===== config.mk =====
export PLATFORM = sky130hd
export DESIGN_NAME = mem_arbiter_flat
export DESIGN_NICKNAME = d
export VERILOG_FILES = /design/src/rtl/mem_arbiter_if.sv /design/src/rtl/mem_arbiter.sv /design/src/flat_wrapper.sv
export SDC_FILE = /design/constraint.sdc
export NUM_CORES = 1
export LEC_CHECK = 0
export BUFFER_PORTS_ARGS = -buffer_cell sky130_fd_sc_hd__buf_2
export CAP_MARGIN = 30
export CORE_AREA = 2 2 334 336
export CTS_CLUSTER_DIAMETER = 120
export CTS_CLUSTER_SIZE = 20
export DETAILED_ROUTE_END_ITERATION = 12
export DIE_AREA = 0 0 336 338
export SLEW_MARGIN = 5
export SYNTH_ARGS = -nofsm -noshare
export SYNTH_HDL_FRONTEND = slang
export SYNTH_SLANG_ARGS = --single-unit

===== constraint.sdc =====
create_clock -name clk -period 2.28 [get_ports clk]
set_clock_uncertainty 0.15 [all_clocks]
set_input_delay 0.456 -clock clk [delete_from_list [all_inputs] [get_ports clk]]
set_output_delay 0.456 -clock clk [all_outputs]
set_load 0.01 [all_outputs]

===== src/rtl/mem_arbiter_if.sv =====
// Handshake bundle between the I/D cache ports, the shared slow-memory port and the arbiter.
// slave is the arbiter's view; master is the environment (caches plus memory).
interface mem_arbiter_if;
  logic         i_read;
  logic         i_write;
  logic [31:4]  i_addr;
  logic [127:0] i_wdata;
  logic [127:0] i_rdata;
  logic         i_ready;

  logic         d_read;
  logic         d_write;
  logic [31:4]  d_addr;
  logic [127:0] d_wdata;
  logic [127:0] d_rdata;
  logic         d_ready;

  logic         mem_read;
  logic         mem_write;
  logic [31:4]  mem_addr;
  logic [127:0] mem_wdata;
  logic [127:0] mem_rdata;
  logic         mem_ready;

  logic         arb_busy;

  modport slave (
    input  i_read, i_write, i_addr, i_wdata,
    output i_rdata, i_ready,
    input  d_read, d_write, d_addr, d_wdata,
    output d_rdata, d_ready,
    output mem_read, mem_write, mem_addr, mem_wdata,
    input  mem_rdata, mem_ready,
    output arb_busy
  );

  modport master (
    output i_read, i_write, i_addr, i_wdata,
    input  i_rdata, i_ready,
    output d_read, d_write, d_addr, d_wdata,
    input  d_rdata, d_ready,
    input  mem_read, mem_write, mem_addr, mem_wdata,
    output mem_rdata, mem_ready,
    input  arb_busy
  );
endinterface


===== src/rtl/mem_arbiter.sv =====
// Shares one slow-memory line port between the I-cache and D-cache.
// Define MEM_ARB_RR_EN for round-robin tie-break; default is fixed D-over-I priority.
//
// state | meaning
// IDLE  | sample requests; a pending request is latched and granted on the next edge
// BUSY  | memory request driven from latched registers until mem_ready
// RESP  | one-cycle ready pulse to the winner, then back to IDLE
module mem_arbiter (
  input  logic         clk,
  input  logic         rst_n,
  mem_arbiter_if.slave bus
);

  typedef enum logic [1:0] {
    IDLE = 2'd0,
    BUSY = 2'd1,
    RESP = 2'd2
  } state_t;

  state_t       state;
  state_t       state_nxt;

  logic         i_req;
  logic         d_req;
  logic         any_req;
  logic         grant_d;
  logic         sel_write;
  logic         grant_en;
  logic         done_en;

  logic         win_d;
  logic         mem_read_q;
  logic         mem_write_q;
  logic [31:4]  addr_q;
  logic [127:0] wdata_q;
  logic [127:0] i_rdata_q;
  logic [127:0] d_rdata_q;

  assign i_req    = bus.i_read | bus.i_write;
  assign d_req    = bus.d_read | bus.d_write;
  assign any_req  = i_req | d_req;
  assign grant_en = (state == IDLE) & any_req;
  assign done_en  = (state == BUSY) & bus.mem_ready;

`ifdef MEM_ARB_RR_EN
  // last_d = 1 when D took the most recent grant; reset value favours D on the first tie
  logic last_d;

  always_comb begin
    grant_d = 1'b0;
    if (d_req && (!i_req || !last_d)) begin
      grant_d = 1'b1;
    end
  end

  always_ff @(posedge clk or negedge rst_n) begin
    if (!rst_n) begin
      last_d <= 1'b0;
    end else if (grant_en) begin
      last_d <= grant_d;
    end
  end
`else
  always_comb begin
    grant_d = d_req;
  end
`endif

  // read and write together count as a write
  assign sel_write = grant_d ? bus.d_write : bus.i_write;

  always_ff @(posedge clk or negedge rst_n) begin
    if (!rst_n) begin
      state <= IDLE;
    end else begin
      state <= state_nxt;
    end
  end

  always_comb begin
    state_nxt = state;
    case (state)
      IDLE:    if (any_req) state_nxt = BUSY;
      BUSY:    if (bus.mem_ready) state_nxt = RESP;
      RESP:    state_nxt = IDLE;
      default: state_nxt = IDLE;
    endcase
  end

  always_ff @(posedge clk or negedge rst_n) begin
    if (!rst_n) begin
      win_d       <= 1'b0;
      mem_read_q  <= 1'b0;
      mem_write_q <= 1'b0;
      addr_q      <= '0;
      wdata_q     <= '0;
      i_rdata_q   <= '0;
      d_rdata_q   <= '0;
    end else if (grant_en) begin
      win_d       <= grant_d;
      mem_read_q  <= ~sel_write;
      mem_write_q <= sel_write;
      addr_q      <= grant_d ? bus.d_addr  : bus.i_addr;
      wdata_q     <= grant_d ? bus.d_wdata : bus.i_wdata;
    end else if (done_en) begin
      mem_read_q  <= 1'b0;
      mem_write_q <= 1'b0;
      if (mem_read_q && win_d) begin
        d_rdata_q <= bus.mem_rdata;
      end
      if (mem_read_q && !win_d) begin
        i_rdata_q <= bus.mem_rdata;
      end
    end
  end

  assign bus.mem_read  = mem_read_q;
  assign bus.mem_write = mem_write_q;
  assign bus.mem_addr  = addr_q;
  assign bus.mem_wdata = wdata_q;
  assign bus.i_rdata   = i_rdata_q;
  assign bus.d_rdata   = d_rdata_q;
  assign bus.i_ready   = (state == RESP) & ~win_d;
  assign bus.d_ready   = (state == RESP) & win_d;
  assign bus.arb_busy  = (state != IDLE);

endmodule


===== src/flat_wrapper.sv =====
// flat-port wrapper written by rule: the top's interface ports become plain ports
module mem_arbiter_flat 
  (clk, rst_n, bus_i_read, bus_i_write, bus_i_addr, bus_i_wdata, bus_i_rdata, bus_i_ready, bus_d_read, bus_d_write, bus_d_addr, bus_d_wdata, bus_d_rdata, bus_d_ready, bus_mem_read, bus_mem_write, bus_mem_addr, bus_mem_wdata, bus_mem_rdata, bus_mem_ready, bus_arb_busy);
  mem_arbiter_if bus_i ();
  input  logic clk;
  input  logic rst_n;
  input wire logic [$bits(bus_i.i_read)-1:0] bus_i_read;
  input wire logic [$bits(bus_i.i_write)-1:0] bus_i_write;
  input wire logic [$bits(bus_i.i_addr)-1:0] bus_i_addr;
  input wire logic [$bits(bus_i.i_wdata)-1:0] bus_i_wdata;
  output wire logic [$bits(bus_i.i_rdata)-1:0] bus_i_rdata;
  output wire logic [$bits(bus_i.i_ready)-1:0] bus_i_ready;
  input wire logic [$bits(bus_i.d_read)-1:0] bus_d_read;
  input wire logic [$bits(bus_i.d_write)-1:0] bus_d_write;
  input wire logic [$bits(bus_i.d_addr)-1:0] bus_d_addr;
  input wire logic [$bits(bus_i.d_wdata)-1:0] bus_d_wdata;
  output wire logic [$bits(bus_i.d_rdata)-1:0] bus_d_rdata;
  output wire logic [$bits(bus_i.d_ready)-1:0] bus_d_ready;
  output wire logic [$bits(bus_i.mem_read)-1:0] bus_mem_read;
  output wire logic [$bits(bus_i.mem_write)-1:0] bus_mem_write;
  output wire logic [$bits(bus_i.mem_addr)-1:0] bus_mem_addr;
  output wire logic [$bits(bus_i.mem_wdata)-1:0] bus_mem_wdata;
  input wire logic [$bits(bus_i.mem_rdata)-1:0] bus_mem_rdata;
  input wire logic [$bits(bus_i.mem_ready)-1:0] bus_mem_ready;
  output wire logic [$bits(bus_i.arb_busy)-1:0] bus_arb_busy;
  assign bus_i.i_read = bus_i_read;
  assign bus_i.i_write = bus_i_write;
  assign bus_i.i_addr = bus_i_addr;
  assign bus_i.i_wdata = bus_i_wdata;
  assign bus_i_rdata = bus_i.i_rdata;
  assign bus_i_ready = bus_i.i_ready;
  assign bus_i.d_read = bus_d_read;
  assign bus_i.d_write = bus_d_write;
  assign bus_i.d_addr = bus_d_addr;
  assign bus_i.d_wdata = bus_d_wdata;
  assign bus_d_rdata = bus_i.d_rdata;
  assign bus_d_ready = bus_i.d_ready;
  assign bus_mem_read = bus_i.mem_read;
  assign bus_mem_write = bus_i.mem_write;
  assign bus_mem_addr = bus_i.mem_addr;
  assign bus_mem_wdata = bus_i.mem_wdata;
  assign bus_i.mem_rdata = bus_mem_rdata;
  assign bus_i.mem_ready = bus_mem_ready;
  assign bus_arb_busy = bus_i.arb_busy;
  mem_arbiter u_core (.clk(clk), .rst_n(rst_n), .bus(bus_i));
endmodule

Yosys cells after proc, flatten, opt, wreduce, memory -nomap -nowiden
Cells that the tools add are included.
{"block": "totals", "regBits": 417, "latchBits": 0, "ramBits": 0, "rom_bits": 0, "out_inout_bits": 417, "mem_count": 0}
{"block": "classes", "n_addsub": 0, "n_mul": 0, "n_div": 0, "magnitude_cmp": 0, "n_eq_ne": 4, "shifts": 0, "muxes": 9, "n_bitwise": 10, "reduce_logical": 9}
{"cell": "128-bit two-way mux", "n": 1}
{"cell": "28-bit two-way mux", "n": 1}
{"cell": "3-bit AND reduction", "n": 2}
{"cell": "1-bit bitwise AND", "n": 4}
{"cell": "1-bit two-way mux", "n": 4}
{"cell": "2-bit two-way mux", "n": 2}
{"cell": "2-bit one-hot mux with 2 select lines", "n": 1}
{"cell": "2-bit nonzero test", "n": 2}
{"cell": "1-bit NOT", "n": 3}
{"cell": "1-bit bitwise OR", "n": 3}
{"cell": "2-bit by 1-bit == test with 1-bit output (second input constant)", "n": 1}
{"cell": "2-bit == test (second input constant)", "n": 1}
{"cell": "1-bit logical AND", "n": 2}
{"cell": "2-bit zero test", "n": 1}
{"cell": "2-bit by 1-bit inequality test with 1-bit output (second input constant)", "n": 1}
{"cell": "2-bit inequality test (second input constant)", "n": 1}
{"cell": "2-bit AND reduction", "n": 1}
{"cell": "1-bit zero test", "n": 1}

Depth between registers and ports, before layout
{"block": "logic_depth", "ltp_word": 5, "ltp_mapped": 6}

Least setup slack after synthesis
No wires, ideal clock.
{"block": "synth_timing", "path_kind": "in2reg", "from": "input port bus_d_write", "to": "register u_core.addr_q (netlist bit u_core.bus.mem_addr[18])", "setup_time_ns": 0.125, "t_arrival_ns": 1.647, "required_time_ns": 2.005, "slack_ns": 0.357, "stages": 5, "cell_sequence": "nor2_1 -> clkbuf_1 -> buf_2 -> mux2_2 -> mux2_4"}
{"block": "synth_between", "elab_chain_len": 3}
{"element": "start: declaration", "line_no": "flat_wrapper.sv:14", "text": "input wire logic [$bits(bus_i.d_write)-1:0] bus_d_write;"}
{"element": "1-bit bitwise OR *", "line_no": "mem_arbiter.sv:40", "text": "assign d_req = bus.d_read | bus.d_write;"}
{"element": "1-bit bitwise OR", "line_no": "mem_arbiter.sv:41", "text": "assign any_req = i_req | d_req;"}
{"element": "1-bit bitwise AND", "line_no": "mem_arbiter.sv:42", "text": "assign grant_en = (state == IDLE) & any_req;"}
{"element": "end signal: assignment", "line_no": "mem_arbiter.sv:103", "text": "addr_q <= grant_d ? bus.d_addr : bus.i_addr;"}
{"element": "end: declaration", "line_no": "mem_arbiter.sv:34", "text": "logic [31:4] addr_q;"}
Mark *: on every way between the ends. The rest lies on a longest branch, timed or not.
A chain may end at the register's enable or synchronous reset.

Worst setup path after layout
{"block": "layout_timing", "from": "register u_core.state[0]", "to": "output port bus_d_ready"}
{"block": "layout_between", "elab_chain_len": 2}
{"element": "start: declaration", "line_no": "mem_arbiter.sv:20", "text": "state_t state;"}
{"element": "start signal: assignment", "line_no": "mem_arbiter.sv:76", "text": "state <= state_nxt;"}
{"element": "2-bit == test", "line_no": "mem_arbiter.sv:124", "text": "assign bus.d_ready = (state == RESP) & win_d;"}
{"element": "1-bit bitwise AND", "line_no": "mem_arbiter.sv:124"}
{"element": "end: declaration", "line_no": "flat_wrapper.sv:18", "text": "output wire logic [$bits(bus_i.d_ready)-1:0] bus_d_ready;"}
Every way passes these cells.

==> results.py <==
metrics = {
    "status": {
        "status": "finished clean",
    },
    "floorplan": {
        "fp.coreArea_um2": 110000,
        "dieWidth_um": 336,
        "fp-row-count": 122,
        "die_area_um2": 114000,
        "dieHeight_um": 338,
        "start_util_pct": 16.3,
        "pin_count": 864,
    },
    "place": {
        "place_ws_ps": -142,
        "place_congestion": 0.856,
        "dp_hpwl_um": 48000,
        "placed_area_um2": 24500,
        "io_buffers": 863,
    },
    "finish": {
        "nFillCells": 11600,
        "area_growth_pct": 48.1,
        "seqCellArea_um2": 10400,
        "drive_above_1_share_pct": 73.4,
        "finalCoreUtilization_pct": 24.2,
        "fin_nets": 2558,
        "final_area_um2": 26600,
        "multi_input_area_um2": 7080,
    },
    "power_and_ir_drop": {
        "p_leak_nw": 12.9,
        "p_sw_share_pct": 35.2,
        "clkPwrFrac_pct": 14.2,
        "power_frac_comb_pct": 45.5,
        "power.density_nw_per_um2": 1230,
        "vdd_drop_max_v": 0.000708,
        "p_int_mw": 21.3,
        "switchingPower_mw": 11.6,
        "p_seq_share_pct": 40.3,
    },
    "sta": {
        "fin_ws_ps": 53.6,
        "finalSetupViolCount": 0,
        "rsz0062_at_grt": "true",
        "finalHoldViolCount": 0,
        "max_freq_mhz": 449,
        "max-slew-margin-rel_pct": 73.9,
        "worst_pin_slew_ps": 391,
        "drv_slew": 0,
        "fin_crit_sh_pct": 97.6,
        "whs_ps": 64.4,
        "finalSetupTns_ps": 0,
        "fin_crit_ps": 2230,
    },
    "clock_network": {
        "clk_latency_ps": 610,
        "clk_pin_slew_ps": 90,
        "cts_max_path_buffers": 3,
        "cts_tree": "yes",
        "cts.sink_count": 417,
        "cts.root.buffer_cell": "clkbuf_16",
        "cts-buffers-inserted": 25,
        "cts_max_level": 1,
    },
    "drt": {
        "ant_nets": 0,
        "drt_iter0_drc": 365,
        "vias_per_cell": 3.54,
        "route.final.wire_length_um": 60600,
        "routedWlPerCell_um": 16.8,
        "num_vias": 12800,
        "drtPass1Iterations": 4,
        "drc": 0,
    },
    "synth": {
        "syn_inst": 1068,
        "syn_nets": 1515,
        "yosysSeqAreaShare_pct": 58.0,
        "yosys.area.top_type": "dfrtp_1",
        "synth_cell_types": 24,
        "ys_ff_latch": 417,
        "ys_warn_count": 0,
        "syn_avg_cell_area_um2": 16.8,
        "synthTopCellsByArea": "dfrtp_1 (58%), mux2_2 (27%), mux2_4 (12%), buf_6 (1.4%), buf_2 (0.83%)",
        "syn_area_um2": 18000,
        "synth_top_area_share_pct": 58.0,
    },
    "global_route": {
        "antenna_found_initial": 7,
        "grt_pass1_wl_um": 85300,
        "grt_max_degree": 68,
        "globalRouteOverflowTotal": 0,
        "grt_use_total_pct": 9.95,
        "first_global_vias": 13700,
    },
    "worst_setup_path": {
        "crit_arrival_ps": 1620,
        "r2r_setup_slack_ps": 70,
        "endpoint_kind": "primary output",
        "cp.required_ps": 1670,
        "cp-start-kind": "flop",
        "crit_type": "flop to primary output",
        "path_max_fanout": 5,
    },
    "flow_run": {
        "max-cap-violations": 0,
    },
    "worst_hold_path": {
        "min-delay-path-class": "input pin to flop",
    },
}
-- timing repair --
item,in CTS,in global routing
hold buffers,134,0
gates cloned,0,0
pin swaps,2,2
setup endpoints to repair,157,50
setup buffers,2,1
gates resized for setup,9,9
hold endpoints to repair,429,0
-- state kept, by name (all words and copies together) (netlist names) --
name	flops
u_core.bus.mem_addr	28
u_core.bus.mem_read	1
u_core.bus.d_rdata	128
u_core.bus.mem_write	1
u_core.bus.mem_wdata	128
u_core.win_d	1
u_core.bus.i_rdata	128
u_core.state	2
-- through the flow --
stage	cells	total power, mW
finish	3606	32.8
global route	3604	34.8
CTS	3601	33.3
detailed placement	3436	28.2
global placement	3435	28.0
floorplan	1068	21.4
-- final timing paths --
path,from,to,cells after the start
max,u_core.state[0]$_DFFE_PN0P_,bus_d_ready,2
min,bus_d_wdata[19],u_core.bus.mem_wdata[19]$_DFFE_PN0P_,3
max reg2reg,u_core.state[1]$_DFFE_PN0P_,u_core.bus.mem_wdata[1]$_DFFE_PN0P_,7
min reg2reg,u_core.bus.d_rdata[15]$_DFFE_PN0P_,u_core.bus.d_rdata[15]$_DFFE_PN0P_,1
max in group asynchronous,rst_n,u_core.bus.mem_wdata[55]$_DFFE_PN0P_,4
min in group asynchronous,rst_n,u_core.bus.d_rdata[62]$_DFFE_PN0P_,2
-- worst max-delay path: stages (launching register included) --
cell	delay [ps]
dfrtp_1	460
and3b_2	360
buf_4	190
-- synthesized netlist by cell type --
master,n
and2_1,1
mux2_2,429
buf_8,3
clkbuf_1,2
buf_2,30
dfrtp_1,417
a21oi_1,1
nand2_1,1
and3b_1,1
o31a_1,1
o21ai_0,1
nand3b_1,1
buf_6,23
nand2b_1,1
nor2_1,2
or2_1,1
a22o_1,1
nor3b_1,2
o31ai_1,1
inv_1,3
nand3_1,1
mux2i_1,1
buf_4,4
mux2_4,140
-- per-layer routing --
layer / GRT usage (%) / vias up / part of all wire, %
met5: 0 / - / 0.035
met4: 4.17 / 4 / 3.7
met2: 17.2 / 499 / 49
li1: - / 5877 / -
met1: 11.5 / 6314 / 38
met3: 2.76 / 73 / 8.4
-- cells by family (layout without fill, tap and decap cells) --
group	count (synthesis)	count (layout)	synth area share (%)
mux	570	570	38.6
buf+inv	65	1111	2.80
other cells	0	4	0
simple gates	11	11	0.369
flops	417	417	58.0
compound gates	5	5	0.195
-- layout by cell type (no fill, tap or decap), types with 2 or more instances in the layout --
cell | netlist | layout
buf_6 | 23 | 7
nor3b_2 | 0 | 2
mux2_4 | 140 | 140
nor2_4 | 0 | 2
buf_12 | 0 | 17
mux2_2 | 429 | 429
dlygate4sd3_1 | 0 | 134
buf_4 | 4 | 59
diode_2 | 0 | 4
dfrtp_1 | 417 | 416
buf_2 | 30 | 859
clkbuf_16 | 0 | 25
inv_1 | 3 | 2
-- final cells by class --
cell class	instances	area share (%)
Inverter	3	0.0423
Clock inverter	4	0.179
Multi-Input combinational cell	586	26.6
Sequential cell	417	39.2
Antenna cell	4	0.0376
Tap cell	1488	6.99
Timing Repair Buffer	1078	24.6
Clock buffer	26	2.40
-- power groups by stage --
stage	sequential, mW	combinational [mW]	clock [mW]
detailed placement	13.3	14.9	0
floorplan	14.9	6.60	0
global placement	13.3	14.7	0
CTS	13.3	15.1	4.90
global route	13.7	16.0	5.13
finish	13.2	14.9	4.65
(Power assumes the default switching activity.)
